$ cat config.mk
export PLATFORM = sky130hd
export DESIGN_NAME = mem_arbiter_flat
export DESIGN_NICKNAME = d
export VERILOG_FILES = /design/src/rtl/mem_arbiter_if.sv /design/src/rtl/mem_arbiter.sv /design/src/flat_wrapper.sv
export SDC_FILE = /design/constraint.sdc
export NUM_CORES = 1
export LEC_CHECK = 0
export CAP_MARGIN = 30
export CORE_ASPECT_RATIO = 0.7
export CORE_MARGIN = 1
export CORE_UTILIZATION = 37
export CTS_CLUSTER_SIZE = 20
export DETAILED_ROUTE_END_ITERATION = 6
export GPL_TIMING_DRIVEN = 0
export PLACE_DENSITY = 0.76
export RECOVER_POWER = 50
export SLEW_MARGIN = 25
export SYNTH_ARGS = -nofsm -noshare
export SYNTH_HDL_FRONTEND = slang
export SYNTH_SLANG_ARGS = --single-unit
$ cat constraint.sdc
create_clock -name CLK -period 2.3 [get_ports CLK]
set_input_delay 0.69 -clock CLK [delete_from_list [all_inputs] [get_ports CLK]]
set_output_delay 0.69 -clock CLK [all_outputs]
set_load 0.02 [all_outputs]
$ cat src/rtl/mem_arbiter_if.sv
// Pipeline-side and RAM-side signals of the shared-memory arbiter.
// slave is the arbiter's view; master is the pipeline/RAM environment's view.
interface mem_arbiter_if #(
    parameter int ADDR_W = 32,
    parameter int DATA_W = 32
);
    logic              iREN;
    logic [ADDR_W-1:0] iaddr;
    logic              dREN;
    logic              dWEN;
    logic [ADDR_W-1:0] daddr;
    logic [DATA_W-1:0] dstore;
    logic              halt;
    logic              ihit;
    logic              dhit;
    logic [DATA_W-1:0] iload;
    logic [DATA_W-1:0] dload;
    logic              ram_ren;
    logic              ram_wen;
    logic [ADDR_W-1:0] ram_addr;
    logic [DATA_W-1:0] ram_wdata;
    logic [DATA_W-1:0] ram_rdata;
    logic              ram_ready;
    logic              idle;

    modport slave (
        input  iREN, iaddr, dREN, dWEN, daddr, dstore, halt, ram_rdata, ram_ready,
        output ihit, dhit, iload, dload, ram_ren, ram_wen, ram_addr, ram_wdata, idle
    );

    modport master (
        output iREN, iaddr, dREN, dWEN, daddr, dstore, halt, ram_rdata, ram_ready,
        input  ihit, dhit, iload, dload, ram_ren, ram_wen, ram_addr, ram_wdata, idle
    );
endinterface

$ cat src/rtl/mem_arbiter.sv
// Single-port RAM arbiter between instruction fetch and data ports.
// Data wins unless an instruction fetch has waited through MAX_D_STREAK data grants.
module mem_arbiter #(
    parameter int ADDR_W       = 32,
    parameter int DATA_W       = 32,
    parameter int MAX_D_STREAK = 4
) (
    input  logic           CLK,
    input  logic           nRST,
    mem_arbiter_if.slave   bus
);
    localparam int SW = (MAX_D_STREAK < 1) ? 1 : $clog2(MAX_D_STREAK + 1);
    localparam logic [SW-1:0] SMAX = SW'(MAX_D_STREAK);

    localparam logic [1:0] IDLE = 2'd0;
    localparam logic [1:0] IACC = 2'd1;
    localparam logic [1:0] DACC = 2'd2;
    localparam logic [1:0] RESP = 2'd3;

    logic [1:0]        state;
    logic [SW-1:0]     streak;
    logic              ihit, dhit, ram_ren, ram_wen;
    logic [ADDR_W-1:0] ram_addr;
    logic [DATA_W-1:0] ram_wdata, iload, dload;
    logic              grant_d, grant_i, d_req, cap_hit;

    // nRST gates the grant so idle reads high while reset is held.
    always_comb begin
        d_req   = bus.dREN | bus.dWEN;
        cap_hit = bus.iREN && (streak == SMAX);
        grant_d = 1'b0;
        grant_i = 1'b0;
        if (state == IDLE && nRST && !bus.halt) begin
            if (d_req && !cap_hit)
                grant_d = 1'b1;
            else if (bus.iREN)
                grant_i = 1'b1;
        end
    end

    always_ff @(posedge CLK or negedge nRST) begin
        if (!nRST) begin
            state     <= IDLE;
            streak    <= '0;
            ihit      <= 1'b0;
            dhit      <= 1'b0;
            ram_ren   <= 1'b0;
            ram_wen   <= 1'b0;
            ram_addr  <= '0;
            ram_wdata <= '0;
            iload     <= '0;
            dload     <= '0;
        end else begin
            case (state)
                IDLE: begin
                    if (grant_d) begin
                        state     <= DACC;
                        ram_addr  <= bus.daddr;
                        ram_wdata <= bus.dstore;
                        ram_wen   <= bus.dWEN;
                        ram_ren   <= !bus.dWEN;
                        if (!bus.iREN)
                            streak <= '0;
                        else if (streak != SMAX)
                            streak <= streak + SW'(1);
                    end else if (grant_i) begin
                        state    <= IACC;
                        ram_addr <= bus.iaddr;
                        ram_ren  <= 1'b1;
                        ram_wen  <= 1'b0;
                        streak   <= '0;
                    end
                end
                IACC, DACC: begin
                    if (bus.ram_ready) begin
                        ram_ren <= 1'b0;
                        ram_wen <= 1'b0;
                        state   <= RESP;
                        if (state == IACC) begin
                            iload <= bus.ram_rdata;
                            ihit  <= 1'b1;
                        end else begin
                            if (!ram_wen)
                                dload <= bus.ram_rdata;
                            dhit <= 1'b1;
                        end
                    end
                end
                RESP: begin
                    ihit  <= 1'b0;
                    dhit  <= 1'b0;
                    state <= IDLE;
                end
                default: state <= IDLE;
            endcase
        end
    end

    assign bus.ihit      = ihit;
    assign bus.dhit      = dhit;
    assign bus.iload     = iload;
    assign bus.dload     = dload;
    assign bus.ram_ren   = ram_ren;
    assign bus.ram_wen   = ram_wen;
    assign bus.ram_addr  = ram_addr;
    assign bus.ram_wdata = ram_wdata;
    assign bus.idle      = (state == IDLE) && !grant_d && !grant_i;
endmodule
$ cat src/flat_wrapper.sv
// flat-port wrapper written by rule: the top's interface ports become plain ports
module mem_arbiter_flat 
#(
    parameter int ADDR_W       = 32,
    parameter int DATA_W       = 32,
    parameter int MAX_D_STREAK = 4
)
  (CLK, nRST, bus_iREN, bus_iaddr, bus_dREN, bus_dWEN, bus_daddr, bus_dstore, bus_halt, bus_ram_rdata, bus_ram_ready, bus_ihit, bus_dhit, bus_iload, bus_dload, bus_ram_ren, bus_ram_wen, bus_ram_addr, bus_ram_wdata, bus_idle);
  mem_arbiter_if #(.ADDR_W(ADDR_W), .DATA_W(DATA_W)) bus_i ();
  input  logic CLK;
  input  logic nRST;
  input wire logic [$bits(bus_i.iREN)-1:0] bus_iREN;
  input wire logic [$bits(bus_i.iaddr)-1:0] bus_iaddr;
  input wire logic [$bits(bus_i.dREN)-1:0] bus_dREN;
  input wire logic [$bits(bus_i.dWEN)-1:0] bus_dWEN;
  input wire logic [$bits(bus_i.daddr)-1:0] bus_daddr;
  input wire logic [$bits(bus_i.dstore)-1:0] bus_dstore;
  input wire logic [$bits(bus_i.halt)-1:0] bus_halt;
  input wire logic [$bits(bus_i.ram_rdata)-1:0] bus_ram_rdata;
  input wire logic [$bits(bus_i.ram_ready)-1:0] bus_ram_ready;
  output wire logic [$bits(bus_i.ihit)-1:0] bus_ihit;
  output wire logic [$bits(bus_i.dhit)-1:0] bus_dhit;
  output wire logic [$bits(bus_i.iload)-1:0] bus_iload;
  output wire logic [$bits(bus_i.dload)-1:0] bus_dload;
  output wire logic [$bits(bus_i.ram_ren)-1:0] bus_ram_ren;
  output wire logic [$bits(bus_i.ram_wen)-1:0] bus_ram_wen;
  output wire logic [$bits(bus_i.ram_addr)-1:0] bus_ram_addr;
  output wire logic [$bits(bus_i.ram_wdata)-1:0] bus_ram_wdata;
  output wire logic [$bits(bus_i.idle)-1:0] bus_idle;
  assign bus_i.iREN = bus_iREN;
  assign bus_i.iaddr = bus_iaddr;
  assign bus_i.dREN = bus_dREN;
  assign bus_i.dWEN = bus_dWEN;
  assign bus_i.daddr = bus_daddr;
  assign bus_i.dstore = bus_dstore;
  assign bus_i.halt = bus_halt;
  assign bus_i.ram_rdata = bus_ram_rdata;
  assign bus_i.ram_ready = bus_ram_ready;
  assign bus_ihit = bus_i.ihit;
  assign bus_dhit = bus_i.dhit;
  assign bus_iload = bus_i.iload;
  assign bus_dload = bus_i.dload;
  assign bus_ram_ren = bus_i.ram_ren;
  assign bus_ram_wen = bus_i.ram_wen;
  assign bus_ram_addr = bus_i.ram_addr;
  assign bus_ram_wdata = bus_i.ram_wdata;
  assign bus_idle = bus_i.idle;
  mem_arbiter #(.ADDR_W(ADDR_W), .DATA_W(DATA_W), .MAX_D_STREAK(MAX_D_STREAK)) u_core (.CLK(CLK), .nRST(nRST), .bus(bus_i));
endmodule
==> results.py, run 1 <==
metrics = {
    "power": {
        "total_power_mw": 13.6,
        "p_per_area_nw_per_um2": 1440,
        "vdd_drop_max_mv": 0.865,
        "p_leak_nw": 4.29,
    },
    "synthesis": {
        "synth_enable_flop_cells": 0,
        "syn_inst": 509,
        "seq_area_frac_synth": 0.607,
        "synth_area_per_cell_um2": 11.1,
        "ys_seq_elements": 137,
        "synthArstFlopShare": 1.00,
        "syn_nets": 652,
        "synth_cell_type_count": 33,
        "yosys.area.top_type_share": 0.607,
        "synthTopCellsByArea": "dfrtp_1 61%, mux2_2 12%, nand2_1 8.8%",
        "synth_ff_type": "dfrtp_1",
        "synth_top_area_cell": "dfrtp_1",
        "syn_area_um2": 5650,
        "ys_warn_count": 0,
    },
    "layout": {
        "final_cell_mix": "261 x clkdlybuf4s50_1, 137 x dfrtp_1, 133 x nand2_1",
        "num_antenna_cells": 0,
        "nets": 953,
        "drive_above_1_share": 0.176,
        "area_growth_pct": 67.3,
        "postLayoutCellArea_um2": 9460,
        "final_util": 0.638,
        "fin_cells": 1018,
        "final_common_cell": "clkdlybuf4s50_1",
        "fill_cells": 1167,
    },
    "clock_network": {
        "cts_sinks": 137,
        "clk_path_buf_depth": 2,
        "ctsHoldBuffers": 0,
        "cts-root-buf": "clkbuf_16",
        "clk_pin_slew_ns": 0.06,
        "ctsHtreeMaxLevel": 4,
        "clkLatencyLatePin_ns": 0.41,
        "tritoncts": "yes",
        "numCtsBuffers": 17,
    },
    "global_route": {
        "grt_pass1_wl_um": 26200,
        "grt_pass1_vias": 5241,
        "track_usage": 0.215,
        "antenna_found_initial": 0,
        "grt_start_max_net_pins": 43,
        "overflow": 0,
    },
    "timing": {
        "clock_skew_ns": 0.00723,
        "worst_pin_slew_ns": 0.488,
        "layout_setup_ws_ns": -0.0379,
        "fmax_mhz": 428,
        "rsz0062_at_grt": "true",
        "setup_viol": 1,
        "finalCritPeriodShare": 1.02,
        "hold_ws_ns": 0.0846,
        "slew_violations": 0,
        "hold_viol_final": 0,
        "max_slew_margin": 0.675,
        "fin_crit_ns": 2.34,
    },
    "drt": {
        "first_iter_violations": 193,
        "wire_per_inst_um": 16.3,
        "drt_pass1_iterations": 4,
        "num_vias": 4874,
        "wl_um": 16600,
        "ant_nets": 0,
        "vias_per_cell": 4.79,
        "drc": 0,
    },
    "hold_path": {
        "hold_class": "in -> async",
    },
    "run": {
        "maxCapViolations": 0,
    },
    "placed_design": {
        "dp.cells": 972,
        "port_buffers": 267,
        "gp_congestion": 0.852,
        "place_area_um2": 8610,
        "dp_hpwl_um": 11700,
    },
    "floorplanning": {
        "rows": 37,
        "coreArea_um2": 14800,
        "dieArea_um2": 15800,
        "start_util": 0.382,
        "pin_count": 268,
        "die_h_um": 105,
        "die_w_um": 150,
    },
    "worst_setup_path": {
        "crit_fanout": 3,
        "path_class": "in -> out",
        "crit_path_start_kind": "primary input",
        "cp.arrival_ns": 1.65,
        "critPathRequiredTime_ns": 1.61,
        "end_kind": "output port",
    },
    "outcome": {
        "violations": "negative setup slack",
        "status": "complete, but fails checks",
    },
}
==> worst paths after layout <==
| check | cells after the start | from | slack (ns) | endpoint |
|---|---|---|---|---|
| max reg2reg | 7 | u_core.state[1] | 0.12 | u_core.bus.dload[25] |
| max | 5 | bus_dWEN | -0.04 | bus_idle |
| min reg2reg | 2 | u_core.bus.ram_wdata[20] | 0.47 | u_core.bus.ram_wdata[20] |
| min | 1 | nRST | 0.08 | u_core.bus.iload[23] |
| max in group asynchronous | 2 | nRST | 1.64 | u_core.bus.ram_addr[21] |
| min in group CLK | 2 | u_core.bus.ram_wdata[20] | 0.47 | u_core.bus.ram_wdata[20] |
==> stage by stage <==
step | setup TNS [ns] | setup slack (ns)
2_1_floorplan | 0 | 0.00785
3_3_place_gp | -1015.51 | -5.93
3_5_place_dp | -38.31 | -1.27
4_1_cts | -0.113 | -0.113
5_1_grt | -0.101 | -0.101
6_report | -0.0379 | -0.0379
==> layout make-up <==
class | count | area [um^2] | area share
Multi-Input combinational cell | 336 | 2030 | 0.215
Inverter | 6 | 22.5 | 0.00238
Tap cell | 195 | 244 | 0.0258
Clock inverter | 14 | 148 | 0.0156
Sequential cell | 137 | 3430 | 0.363
Clock buffer | 18 | 439 | 0.0464
Buffer | 28 | 185 | 0.0196
Timing Repair Buffer | 284 | 2960 | 0.313
==> timing repair <==
action / CTS / global route
setup buffers: 9 / 2
gates resized for setup: 18 / 1
pin swaps: 4 / 0
gates cloned: 5 / 0
setup endpoints to repair: 56 / 3
==> cell usage after synthesis (2+ instances only) <==
cell type  instances
o21ai_0            2
nand2_1          133
nor2_1            35
nor2b_1            2
mux2i_1            2
mux2_4             2
clkbuf_2           2
ha_1               8
nor3_1             2
clkbuf_1           3
dfrtp_1          137
buf_1              3
buf_6              7
inv_1              6
a21oi_1           67
buf_2             14
mux2_2            62
mux2_1             3
a31oi_1            2
nand3_1            4
==> critical path, cell delays in order <==
cell and delay (ns):
dlygate4sd2_1 0.27, or2_4 0.25, o21ai_4 0.16, and2_4 0.17, buf_6 0.11
==> logic make-up after synthesis <==
kind of cell	Yosys count	synth area share
flops	137	0.607
simple gates	182	0.128
compound gates	77	0.0724
fa+ha+maj	8	0.0177
buf+inv	36	0.0374
mux	69	0.138
==> power breakdown <==
group	internal, mW	total (mW)	switching, mW
Clock	1.63	2.68	1.05
Combinational	3.43	6.67	3.24
Sequential	3.61	4.26	0.649
Total	8.67	13.6	4.94
==> per-layer routing <==
layer,routed length (um),share of wire,track usage,up-vias
met5,0,0,0,-
met4,276,0.017,0.0887,0
met3,1360,0.082,0.0602,21
met2,8000,0.48,0.364,188
met1,6940,0.42,0.258,2369
li1,-,-,-,2296
==> flip-flops by register name, summed over array words and instances (netlist names) <==
name	flops
u_core.bus.dhit	1
u_core.bus.dload	32
u_core.bus.ihit	1
u_core.bus.iload	32
u_core.bus.ram_addr	32
u_core.bus.ram_ren	1
u_core.bus.ram_wdata	32
u_core.bus.ram_wen	1
u_core.state	2
u_core.streak	3
Note: power is estimated with default switching activity, not from simulation.
==> run 2: changes to the inputs <==
--- a/config.mk
+++ b/config.mk
@@ -5,15 +5,18 @@
 export SDC_FILE = /design/constraint.sdc
 export NUM_CORES = 1
 export LEC_CHECK = 0
+export ABC_AREA = 1
 export CAP_MARGIN = 30
 export CORE_ASPECT_RATIO = 0.7
 export CORE_MARGIN = 1
-export CORE_UTILIZATION = 37
+export CORE_UTILIZATION = 38
 export CTS_CLUSTER_SIZE = 20
 export DETAILED_ROUTE_END_ITERATION = 6
 export GPL_TIMING_DRIVEN = 0
-export PLACE_DENSITY = 0.76
+export PLACE_DENSITY = 0.77
 export RECOVER_POWER = 50
+export SETUP_SLACK_MARGIN = 0.2
+export SKIP_LAST_GASP = 1
 export SLEW_MARGIN = 25
 export SYNTH_ARGS = -nofsm -noshare
 export SYNTH_HDL_FRONTEND = slang
==> results.py, run 2 <==
metrics = {
    "synthesis": {
        "synth_cell_type_count": 19,
        "synth_area_per_cell_um2": 8.37,
        "seq_area_frac_synth": 0.592,
        "synthArstFlopShare": 1.00,
        "synth_enable_flop_cells": 0,
        "synthTopCellsByCount": "281 x nand2_1, 137 x dfrtp_1, 77 x inv_1",
        "yosys.area.top_type_share": 0.592,
        "ys_seq_elements": 137,
        "synthTopCellsByArea": "dfrtp_1 59%, nand2_1 18%, o21ai_0 6.6%",
        "synth_top_area_cell": "dfrtp_1",
        "syn_nets": 835,
        "syn_inst": 692,
        "syn_area_um2": 5790,
        "synth_ff_type": "dfrtp_1",
        "ys_warn_count": 0,
        "synth_most_common_cell": "nand2_1",
    },
    "floorplanning": {
        "rows": 37,
        "pin_count": 268,
        "dieArea_um2": 15700,
        "die_h_um": 105,
        "die_w_um": 150,
        "start_util": 0.392,
        "coreArea_um2": 14800,
    },
    "worst_setup_path": {
        "cp_slowest_stage_delay_ns": 0.38,
        "critPathRequiredTime_ns": 1.61,
        "crit_fanout": 2,
        "crit_chain": "inv_2 > ha_4 > buf_4 > buf_4 > nand2_4 > inv_2 > buf_6",
        "r2r_slack_ns": 0.33,
        "cp.arrival_ns": 1.49,
        "path_class": "reg -> out",
        "cp_num_buf_inv": 5,
        "crit_slowest_cell": "dfrtp_1",
        "crit_path_start_kind": "register",
        "path_delay_family": "buffers and inverters",
        "end_kind": "output port",
    },
    "timing": {
        "rsz0062_at_grt": "true",
        "slew_violations": 0,
        "finalSetupTns_ns": 0,
        "setup_viol": 0,
        "clock_skew_ns": 0.0186,
        "layout_setup_ws_ns": 0.117,
        "fmax_mhz": 458,
        "fin_crit_ns": 2.18,
        "finalCritPeriodShare": 0.949,
        "worst_pin_slew_ns": 1.18,
        "hold_viol_final": 0,
        "max_slew_margin": 0.216,
    },
    "power": {
        "p_per_area_nw_per_um2": 1390,
        "vdd_drop_max_mv": 0.653,
        "p_leak_nw": 4.58,
    },
    "outcome": {
        "status": "complete, no violations",
    },
    "layout": {
        "num_antenna_cells": 0,
        "nets": 1140,
        "final_cell_mix": "278 x nand2_1, 184 x clkdlybuf4s50_1, 137 x dfrtp_1",
        "drive_above_1_share": 0.0871,
        "area_growth_pct": 57.7,
        "fill_cells": 1376,
        "register_area_um2": 3430,
        "multi_input_area_um2": 1950,
        "final_common_cell": "nand2_1",
    },
    "drt": {
        "vias_per_cell": 4.62,
        "num_vias": 5570,
        "wl_um": 17800,
        "wire_per_inst_um": 14.8,
        "first_iter_violations": 330,
        "drt_pass1_iterations": 5,
        "ant_nets": 0,
        "drc": 0,
    },
    "global_route": {
        "grt_pass1_wl_um": 28300,
        "track_usage": 0.232,
        "grt_pass1_vias": 5686,
        "antenna_found_initial": 0,
        "grt_start_max_net_pins": 87,
        "overflow": 0,
    },
    "run": {
        "maxCapViolations": 0,
    },
    "placed_design": {
        "pre_cts_ws_ns": -0.731,
        "port_buffers": 267,
        "gp_congestion": 0.801,
        "dp_hpwl_um": 12800,
    },
    "clock_network": {
        "tritoncts": "yes",
        "clkLatencyLatePin_ns": 0.41,
        "clk_pin_slew_ns": 0.06,
        "ctsHtreeMaxLevel": 4,
        "clk_path_buf_depth": 2,
        "numCtsBuffers": 17,
        "cts_sinks": 137,
        "cts-root-buf": "clkbuf_16",
    },
    "hold_path": {
        "hold_class": "in -> async",
    },
}
run 2: path summary, 6_finish.rpt:
kind	cells past startpoint	to	startpoint
min	1	u_core.bus.iload[16]	nRST
min reg2reg	2	u_core.bus.ram_wdata[7]	u_core.bus.ram_wdata[7]
max reg2reg	8	u_core.bus.dload[12]	u_core.state[1]
min in group CLK	2	u_core.bus.ram_wdata[7]	u_core.bus.ram_wdata[7]
max in group asynchronous	2	u_core.bus.ram_addr[6]	nRST
max	7	bus_idle	u_core.state[1]
run 2: metrics by stage:
| step | instance area [um^2] | power (mW) | utilization | instances | hold slack [ns] |
|---|---|---|---|---|---|
| after floorplan | 5790 | 7.15 | - | 692 | 0.394 |
| after global placement | 8710 | 10.2 | 0.590 | 1154 | 0.462 |
| after detailed placement | 8740 | 10.3 | 0.592 | 1155 | 0.464 |
| after CTS | 9500 | 13.4 | 0.644 | 1201 | 0.141 |
| after global routing | 9140 | 13.5 | 0.619 | 1205 | 0.139 |
| final | 9140 | 12.7 | 0.619 | 1205 | 0.134 |
run 2: cell type report:
class,count,share of cell area
buffer,32,0.0199
clock buffer,19,0.0485
clock inverter,13,0.0199
inverter,79,0.0325
multi-input combinational,444,0.213
sequential,137,0.375
tap,195,0.0267
timing repair buffer,286,0.264
run 2: logic make-up (layout without fill, tap and decap cells):
group | after synthesis | after routing | share of synthesized area
AO/OA/AOI/OAI | 105 | 105 | 0.0909
buffers and inverters | 111 | 429 | 0.0812
AND/OR/NAND/NOR | 331 | 331 | 0.219
adder cells (fa/ha/maj) | 8 | 8 | 0.0173
flip-flops | 137 | 137 | 0.592
run 2: report_power, final:
group / leakage (nW) / internal (mW) / switching [mW]
registers: 1.71 / 3.55 / 0.617
logic: 2.57 / 2.20 / 3.44
clock network: 0.297 / 1.77 / 1.11
total: 4.58 / 7.52 / 5.17
run 2: metal layers:
layer | track usage | wire [um] | vias up
met1 | 0.292 | 7610 | 2613
met4 | 0.0889 | 422 | 0
met3 | 0.0810 | 1500 | 29
met5 | 0 | 0 | -
met2 | 0.367 | 8280 | 212
li1 | - | - | 2716
run 2: worst register-to-register path, cell delays in order (launching register included):
cell      delay (ns)
dfrtp_1         0.40
inv_2           0.09
buf_4           0.11
buf_4           0.10
ha_1            0.20
nor2_1          0.07
nand2_1         0.30
clkbuf_1        0.43
o21ai_0         0.15
run 2: what timing repair did:
action | CTS | global route
pin swaps | 6 | 4
hold buffers | 0 | 0
cloned | 0 | 1
gates resized for setup | 36 | 76
setup endpoints to repair | 16 | 136
setup buffers | 14 | 3
==> run 3: changes to the inputs <==
--- a/config.mk
+++ b/config.mk
@@ -5,15 +5,14 @@
 export SDC_FILE = /design/constraint.sdc
 export NUM_CORES = 1
 export LEC_CHECK = 0
-export ABC_AREA = 1
 export CAP_MARGIN = 30
 export CORE_ASPECT_RATIO = 0.7
 export CORE_MARGIN = 1
-export CORE_UTILIZATION = 38
+export CORE_UTILIZATION = 37
 export CTS_CLUSTER_SIZE = 20
 export DETAILED_ROUTE_END_ITERATION = 6
 export GPL_TIMING_DRIVEN = 0
-export PLACE_DENSITY = 0.77
+export PLACE_DENSITY = 0.76
 export RECOVER_POWER = 50
 export SETUP_SLACK_MARGIN = 0.2
 export SKIP_LAST_GASP = 1
==> results.py, run 3 (synthesis gave the netlist of run 1 again) <==
metrics = {
    "run": {
        "maxCapViolations": 0,
    },
    "timing": {
        "finalSetupTns_ns": -0.0953,
        "clock_skew_ns": 0.0114,
        "slew_violations": 0,
        "rsz0062_at_grt": "true",
        "layout_setup_ws_ns": -0.0953,
        "fmax_mhz": 417,
        "max_slew_margin": 0.141,
        "hold_viol_final": 0,
        "fin_crit_ns": 2.40,
        "worst_pin_slew_ns": 1.29,
        "setup_viol": 1,
        "finalCritPeriodShare": 1.04,
    },
    "global_route": {
        "globalRoute.busiestLayer": "met2",
        "antenna_found_initial": 1,
        "grt_pass1_vias": 5339,
        "grtUsageMet3": 0.0779,
        "grt_use_met1": 0.271,
        "grt_start_max_net_pins": 45,
        "grtUsageMet2": 0.379,
        "overflow": 0,
        "grt_pass1_wl_um": 27300,
        "track_usage": 0.227,
    },
    "clock_network": {
        "numCtsBuffers": 17,
        "tritoncts": "yes",
        "clk_path_buf_depth": 2,
        "clk_pin_slew_ns": 0.06,
        "cts_sinks": 137,
        "cts-root-buf": "clkbuf_16",
        "ctsHoldBuffers": 0,
        "clkLatencyLatePin_ns": 0.41,
        "ctsHtreeMaxLevel": 4,
    },
    "drt": {
        "first_iter_violations": 185,
        "ant_nets": 0,
        "vias_per_cell": 4.80,
        "wire_per_inst_um": 17.1,
        "wl_um": 17500,
        "drt_pass1_iterations": 4,
        "drc": 0,
        "num_vias": 4887,
    },
    "layout": {
        "area_growth_pct": 60.0,
        "drive_above_1_share": 0.173,
        "final_cell_mix": "149 x clkdlybuf4s50_1, 137 x dfrtp_1, 133 x nand2_1",
        "final_common_cell": "clkdlybuf4s50_1",
        "nets": 953,
    },
    "placed_design": {
        "pre_cts_ws_ns": -1.22,
        "dp_hpwl_um": 12300,
        "gp_congestion": 0.811,
        "port_buffers": 267,
    },
    "power": {
        "vdd_drop_max_mv": 0.722,
        "total_power_mw": 13.1,
        "p_leak_nw": 4.37,
        "p_per_area_nw_per_um2": 1440,
    },
    "floorplanning": {
        "dieArea_um2": 15800,
        "coreArea_um2": 14800,
        "die_w_um": 150,
        "pin_count": 268,
        "rows": 37,
        "die_h_um": 105,
        "start_util": 0.382,
    },
    "outcome": {
        "violations": "negative setup slack",
        "status": "complete, but fails checks",
    },
    "worst_setup_path": {
        "crit_path_start_kind": "primary input",
        "reg2regPathDepth": 7,
        "cp.arrival_ns": 1.71,
        "critPathRequiredTime_ns": 1.61,
        "r2r_slack_ns": 0.22,
        "r2r-end": "u_core.bus.dload[29]",
        "worstReg2RegStart": "u_core.state[1]",
        "crit_fanout": 3,
        "end_kind": "output port",
        "path_class": "in -> out",
    },
    "hold_path": {
        "hold_class": "in -> async",
    },
}
==> run 3: how the worst max path moves through the flow <==
stage | start | endpoint | slack [ns] | cells past startpoint
2_1_floorplan | bus_dWEN | bus_idle | 0.009 | 5
3_3_place_gp | nRST | bus_idle | -5.85 | 7
3_5_place_dp | nRST | bus_idle | -1.22 | 8
4_1_cts | u_core.state[1] | bus_idle | -0.11 | 8
5_1_grt | u_core.state[1] | bus_idle | -0.16 | 8
6_report | bus_dWEN | bus_idle | -0.1 | 7
==> run 3: through the flow <==
step	hold slack [ns]	instance area (um^2)	utilization	std cells
after floorplan	0.394	5670	-	509
after global placement	0.457	8590	0.580	971
after detailed placement	0.465	8620	0.582	972
after CTS	0.0733	9490	0.641	1018
after global routing	0.0659	9040	0.610	1019
final	0.0916	9040	0.610	1019
==> run 3: area by class of cell <==
type / count / area (um^2)
plain buffers: 30 / 216
repair buffers: 282 / 2450
multi-input cells: 336 / 2030
inverters: 6 / 22.5
well taps: 195 / 244
diodes: 1 / 2.50
clock inverters: 14 / 206
flip-flops and latches: 137 / 3430
clock buffers: 18 / 439
fillers: 1245 / 5770
==> run 3: metal layers <==
layer | vias to the layer above | wire, um
met5 | - | 0
met3 | 23 | 1440
met4 | 0 | 332
li1 | 2289 | -
met1 | 2383 | 7180
met2 | 192 | 8510
==> run 3: timing repair <==
item / CTS / global route
gates resized for setup: 46 / 94
setup endpoints to repair: 127 / 138
setup buffers: 9 / 0
pin swaps: 4 / 1
cloned: 5 / 0
==> run 3: critical path, cell delays in order <==
cell	delay [ns]
clkdlybuf4s15_2	0.20
or2_1	0.21
clkbuf_8	0.14
o21ai_4	0.13
buf_6	0.11
and2_4	0.12
buf_6	0.11
==> run 3: report_power, final <==
group | switching (mW) | internal, mW
Combinational | 3.29 | 2.54
Clock | 1.11 | 1.87
Sequential | 0.645 | 3.61
Total | 5.04 | 8.02
